<file path="src/rtl/decoder_n_seq_if.sv">
// Control and decode-result bundle for decoder_n_seq.
// The master drives the controls and observes y/idx/wrap.
interface decoder_n_seq_if #(
  parameter int N  = 2,
  parameter int DW = 4
);
  logic               en;
  logic               mode;
  logic [N-1:0]       a;
  logic [DW-1:0]      dwell;
  logic [(1<<N)-1:0]  y;
  logic [N-1:0]       idx;
  logic               wrap;

  modport master (output en, mode, a, dwell, input  y, idx, wrap);
  modport slave  (input  en, mode, a, dwell, output y, idx, wrap);
endinterface

</file>
<file path="src/rtl/decoder_n_seq.sv">
// Registered N-to-2^N one-hot decoder.
// DIRECT decodes a; SCAN walks the active line with a programmable dwell.
module decoder_n_seq #(
  parameter int N          = 2,
  parameter int DW         = 4,
  parameter bit ACTIVE_LOW = 1'b0
) (
  input  logic            clk,
  input  logic            rst,
  decoder_n_seq_if.slave  bus
);
  localparam int            L     = 1 << N;
  localparam logic [L-1:0]  ONE   = L'(1);
  // XOR with INACT applies the output polarity to a one-hot vector.
  localparam logic [L-1:0]  INACT = ACTIVE_LOW ? {L{1'b1}} : {L{1'b0}};

  typedef enum logic [1:0] {S_IDLE, S_DIRECT, S_SCAN} state_t;

  state_t          state_q, state_d;
  logic [L-1:0]    y_q;
  logic [N-1:0]    idx_q, idx_nx;
  logic [DW-1:0]   cnt_q;
  logic            wrap_q;

  always_comb begin
    state_d = S_IDLE;
    if (bus.en) state_d = bus.mode ? S_SCAN : S_DIRECT;
  end

  assign idx_nx = idx_q + N'(1);

  always_ff @(posedge clk or posedge rst) begin
    if (rst) begin
      state_q <= S_IDLE;
      y_q     <= INACT;
      idx_q   <= '0;
      cnt_q   <= '0;
      wrap_q  <= 1'b0;
    end else begin
      state_q <= state_d;
      wrap_q  <= 1'b0;
      cnt_q   <= '0;
      case (state_d)
        S_DIRECT: begin
          idx_q <= bus.a;
          y_q   <= INACT ^ (ONE << bus.a);
        end
        S_SCAN: begin
          if (state_q != S_SCAN) begin
            idx_q <= bus.a;
            y_q   <= INACT ^ (ONE << bus.a);
          end else if (cnt_q >= bus.dwell) begin
            // dwell is live: lowering it below cnt forces an advance here
            idx_q  <= idx_nx;
            y_q    <= INACT ^ (ONE << idx_nx);
            wrap_q <= &idx_q;
          end else begin
            cnt_q <= cnt_q + DW'(1);
          end
        end
        default: y_q <= INACT;
      endcase
    end
  end

  assign bus.y    = y_q;
  assign bus.idx  = idx_q;
  assign bus.wrap = wrap_q;
endmodule

</file>
<file path="src/flat_wrapper.sv">
// flat-port wrapper written by rule: the top's interface ports become plain ports
module decoder_n_seq_flat 
#(
  parameter int N          = 2,
  parameter int DW         = 4,
  parameter bit ACTIVE_LOW = 1'b0
)
  (clk, rst, bus_en, bus_mode, bus_a, bus_dwell, bus_y, bus_idx, bus_wrap);
  decoder_n_seq_if #(.N(N), .DW(DW)) bus_i ();
  input  logic clk;
  input  logic rst;
  input wire logic [$bits(bus_i.en)-1:0] bus_en;
  input wire logic [$bits(bus_i.mode)-1:0] bus_mode;
  input wire logic [$bits(bus_i.a)-1:0] bus_a;
  input wire logic [$bits(bus_i.dwell)-1:0] bus_dwell;
  output wire logic [$bits(bus_i.y)-1:0] bus_y;
  output wire logic [$bits(bus_i.idx)-1:0] bus_idx;
  output wire logic [$bits(bus_i.wrap)-1:0] bus_wrap;
  assign bus_i.en = bus_en;
  assign bus_i.mode = bus_mode;
  assign bus_i.a = bus_a;
  assign bus_i.dwell = bus_dwell;
  assign bus_y = bus_i.y;
  assign bus_idx = bus_i.idx;
  assign bus_wrap = bus_i.wrap;
  decoder_n_seq #(.N(N), .DW(DW), .ACTIVE_LOW(ACTIVE_LOW)) u_core (.clk(clk), .rst(rst), .bus(bus_i));
endmodule
</file>
<file path="config.mk">
export PLATFORM = sky130hd
export DESIGN_NAME = decoder_n_seq_flat
export DESIGN_NICKNAME = d
export VERILOG_FILES = /design/src/rtl/decoder_n_seq_if.sv /design/src/rtl/decoder_n_seq.sv /design/src/flat_wrapper.sv
export SDC_FILE = /design/constraint.sdc
export NUM_CORES = 1
export LEC_CHECK = 0
export CAP_MARGIN = 20
export CORE_MARGIN = 3
export CORE_UTILIZATION = 48
export DETAILED_ROUTE_END_ITERATION = 10
export PLACE_DENSITY = 0.77
export REMOVE_ABC_BUFFERS = 1
export SYNTH_ARGS = -nofsm -noshare
export SYNTH_HDL_FRONTEND = slang
export SYNTH_SLANG_ARGS = --single-unit
</file>
<file path="constraint.sdc">
create_clock -name clk -period 1.76 [get_ports clk]
set_input_delay 0.176 -clock clk [delete_from_list [all_inputs] [get_ports clk]]
set_output_delay 0.176 -clock clk [all_outputs]
set_load 0.01 [all_outputs]
</file>
==> metrics.json <==
{
  "ys_async_sr_fraction": {"value": 1.00},
  "nFillCells": {"value": 116},
  "hold_ws": {"value": 0.217, "unit": "ns"},
  "drt-wirelength-per-cell": {"value": 12.7, "unit": "um"},
  "worst_r2r_dst": {"value": "u_core.bus.y[2]"},
  "internal-power": {"value": 0.468, "unit": "mW"},
  "cp_data_required_time": {"value": 1.92, "unit": "ns"},
  "p_leak": {"value": 0.481, "unit": "nW"},
  "grt_usage": {"value": 0.179},
  "remaining_antenna_violation_count_after_routing": {"value": 0},
  "first_global_vias": {"value": 585},
  "critical_path_peak_fanout": {"value": 6},
  "postCtsResizedCells": {"value": 0},
  "routed_wl": {"value": 1.39, "unit": "mm"},
  "achievable-frequency": {"value": 609, "unit": "MHz"},
  "placed_cells_incl_taps": {"value": 105},
  "timing.critical_path.to": {"value": "u_core.bus.y[2]"},
  "start_util": {"value": 0.541},
  "post_synth_most_frequent_cells": {"value": "sky130_fd_sc_hd__dfrtp_1 (13), sky130_fd_sc_hd__ha_1 (9), sky130_fd_sc_hd__inv_1 (8)"},
  "fin_crit_sh": {"value": 0.932},
  "yosysUniqueCellTypes": {"value": 25},
  "detailedRoute.firstPassIterationCount": {"value": 4},
  "critPathCaptureType": {"value": "flop"},
  "rsz0062_at_grt": {"value": "false"},
  "r2r-start": {"value": "u_core.cnt_q[0]"},
  "std_cell_rows": {"value": 13},
  "relative_contribution_of_the_clock_network_to_total_power": {"value": 0.288},
  "total_power": {"value": 0.627, "unit": "mW"},
  "post_synth_inst_count": {"value": 71},
  "status": {"value": "finished clean"},
  "post_cts_buffers": {"value": 0},
  "worst-slew-pin-transition": {"value": 0.470, "unit": "ns"},
  "ys_top_cells_by_area": {"value": "sky130_fd_sc_hd__dfrtp_1 (43%), sky130_fd_sc_hd__ha_1 (15%), sky130_fd_sc_hd__mux2i_1 (4.0%)"},
  "maximum_number_of_pins_on_one_net_before_global_route_repair": {"value": 14},
  "yosys.area.top_type": {"value": "sky130_fd_sc_hd__dfrtp_1"},
  "synth.avg_cell_area": {"value": 10.5, "unit": "um^2"},
  "synth_area": {"value": 748, "unit": "um^2"},
  "io-pin-count": {"value": 17},
  "max_slew_violation_count": {"value": 0},
  "tritoncts": {"value": "done"},
  "ys_seq_elements": {"value": 13},
  "category_of_the_most_critical_setup_path": {"value": "flop to flop"},
  "clkLatencyLatePin": {"value": 0.28, "unit": "ns"},
  "timing.max_cap.violations": {"value": 0},
  "yosysWarnings": {"value": 0},
  "share_of_layout_cells_above_drive_strength_1": {"value": 0.106},
  "floorplan.die_area": {"value": 2070, "unit": "um^2"},
  "overflow": {"value": 0},
  "remaining_drcs": {"value": 0},
  "layoutNonFillerInstCount": {"value": 109},
  "hold_path_class": {"value": "input port to async pin"},
  "seq_area_frac_synth": {"value": 0.435},
  "reg2reg_depth": {"value": 6},
  "clock_sinks": {"value": 13},
  "synth_largest_type_area_fraction": {"value": 0.435},
  "detailedPlacementHpwl": {"value": 1.20, "unit": "mm"},
  "die_h": {"value": 45.5, "unit": "um"},
  "antennaDiodeCount": {"value": 0},
  "ctsLongestPathBuffers": {"value": 2},
  "antenna_found_initial": {"value": 0},
  "reg2reg_setup_slack": {"value": 0.12, "unit": "ns"},
  "fin_nets": {"value": 114},
  "seqPwrFrac": {"value": 0.520},
  "power.switching": {"value": 0.159, "unit": "mW"},
  "final_worst_slack": {"value": 0.119, "unit": "ns"},
  "finClkSkew": {"value": 0.00567, "unit": "ns"},
  "floorplan.core_area": {"value": 1380, "unit": "um^2"},
  "die_x": {"value": 45.5, "unit": "um"},
  "dp_slack": {"value": -0.139, "unit": "ns"},
  "setup_violators_final": {"value": 0},
  "num_vias": {"value": 560},
  "area.growth.synth_to_final": {"value": 29.4, "unit": "%"},
  "switching_share": {"value": 0.254},
  "final_hold_viol_count": {"value": 0},
  "grt_first_pass_wirelength": {"value": 2.55, "unit": "mm"},
  "holdBufCountCts": {"value": 0},
  "cts_inserted_buffers": {"value": 3},
  "io_buffers": {"value": 16},
  "routabilityCongestion": {"value": 0.730},
  "irDropWorstVdd": {"value": 0.000479, "unit": "V"},
  "synth_enable_flop_cells": {"value": 0},
  "synthMostInstantiatedCell": {"value": "sky130_fd_sc_hd__dfrtp_1"},
  "critical_path_arrival": {"value": 1.80, "unit": "ns"},
  "final_period_minus_worst_setup_slack": {"value": 1.64, "unit": "ns"},
  "cts.root.buffer_cell": {"value": "sky130_fd_sc_hd__clkbuf_4"},
  "routed_via_density": {"value": 5.14},
  "max-slew-margin-rel": {"value": 0.686},
  "power.combinational.fraction": {"value": 0.192},
  "finalSetupTns": {"value": 0, "unit": "ns"},
  "detail_route.iter0.violations": {"value": 8},
  "timing.critical_path.from": {"value": "u_core.cnt_q[0]"},
  "start_kind": {"value": "flop"},
  "path_clk_slew": {"value": 0.08, "unit": "ns"},
  "ys_dominant_reg_cell": {"value": "sky130_fd_sc_hd__dfrtp_1"},
  "cts_max_level": {"value": 1},
  "power_per_cell_area": {"value": 648, "unit": "nW/um^2"}
}
-- cell type report --
cell class	instances	area [um^2]	area share
clock buffers	4	26.3	0.0271
inverters	8	30.0	0.0310
multi-input cells	48	370	0.382
flip-flops and latches	13	325	0.336
well taps	15	18.8	0.0194
repair buffers	21	198	0.204
-- layout by cell type (no fill, tap or decap) --
cell | synthesis | layout
sky130_fd_sc_hd__a21oi_1 | 3 | 3
sky130_fd_sc_hd__a31oi_1 | 2 | 2
sky130_fd_sc_hd__and2_1 | 1 | 1
sky130_fd_sc_hd__and3_1 | 1 | 1
sky130_fd_sc_hd__and4b_1 | 1 | 1
sky130_fd_sc_hd__buf_4 | 0 | 5
sky130_fd_sc_hd__clkbuf_1 | 0 | 1
sky130_fd_sc_hd__clkbuf_4 | 0 | 3
sky130_fd_sc_hd__clkdlybuf4s50_1 | 0 | 16
sky130_fd_sc_hd__dfrtp_1 | 13 | 13
sky130_fd_sc_hd__ha_1 | 9 | 9
sky130_fd_sc_hd__inv_1 | 8 | 8
sky130_fd_sc_hd__mux2_4 | 1 | 1
sky130_fd_sc_hd__mux2i_1 | 3 | 3
sky130_fd_sc_hd__nand2_1 | 5 | 5
sky130_fd_sc_hd__nand3_1 | 2 | 2
sky130_fd_sc_hd__nand3b_1 | 1 | 1
sky130_fd_sc_hd__nand4_1 | 1 | 1
sky130_fd_sc_hd__nand4b_1 | 1 | 1
sky130_fd_sc_hd__nor2_1 | 7 | 7
sky130_fd_sc_hd__nor2b_1 | 1 | 1
sky130_fd_sc_hd__nor3b_1 | 1 | 1
sky130_fd_sc_hd__nor4bb_1 | 1 | 1
sky130_fd_sc_hd__o211ai_1 | 1 | 1
sky130_fd_sc_hd__o211ai_4 | 1 | 1
sky130_fd_sc_hd__o21ai_0 | 3 | 3
sky130_fd_sc_hd__xnor2_1 | 1 | 1
sky130_fd_sc_hd__xor2_1 | 1 | 1
-- per-stage QoR --
step | cell area [um^2] | utilization
floorplan | 726 | -
global placement | 942 | 0.681
detailed placement | 942 | 0.681
CTS | 968 | 0.700
global route | 968 | 0.700
finish | 968 | 0.700
-- worst max-delay path, stage by stage (launching register included) --
cell                       delay [ns]
sky130_fd_sc_hd__dfrtp_1         0.41
sky130_fd_sc_hd__inv_1           0.06
sky130_fd_sc_hd__ha_1            0.27
sky130_fd_sc_hd__nor3b_1         0.20
sky130_fd_sc_hd__buf_4           0.16
sky130_fd_sc_hd__o211ai_4        0.11
sky130_fd_sc_hd__mux2_4          0.32
-- worst min-delay path by stage --
stage	to	from	depth (start not counted)
final	u_core.state_q[0]	rst	2
after global routing	u_core.bus.y[0]	rst	2
after CTS	u_core.state_q[0]	rst	2
after detailed placement	u_core.cnt_q[0]	u_core.cnt_q[0]	1
after global placement	u_core.cnt_q[0]	u_core.cnt_q[0]	1
after floorplan	u_core.bus.idx[0]	rst	1
-- logic make-up (layout without fill, tap and decap cells) --
logic type,Yosys count,after routing,synth area share
compound gates,10,10,0.0953
xor+xnor,2,2,0.0234
fa+ha+maj,9,9,0.151
buf+inv,10,33,0.0702
flops,13,13,0.435
mux,4,4,0.0602
simple gates,23,23,0.166
-- power groups by stage --
stage               registers (mW)  logic (mW)  clock network (mW)
floorplan                    0.335      0.0491                   0
global placement             0.331       0.118                   0
detailed placement           0.332       0.122                   0
CTS                          0.326       0.123               0.189
global route                 0.329       0.136               0.200
finish                       0.326       0.120               0.180
-- layer usage --
metal / track usage / share of wire / wire length [um] / up-vias
li1: - / - / - / 287
met1: 0.216 / 0.45 / 626 / 255
met2: 0.273 / 0.47 / 655 / 13
met3: 0.0593 / 0.053 / 73 / 5
met4: 0.105 / 0.024 / 34 / 0
met5: 0 / 0 / 0 / -
-- sequential cells by signal (all words and copies together), names as in the netlist --
signal,count
u_core.bus.y,4
u_core.cnt_q,4
u_core.bus.idx,2
u_core.state_q,2
u_core.bus.wrap,1
Note: power is estimated with default switching activity, not from simulation.
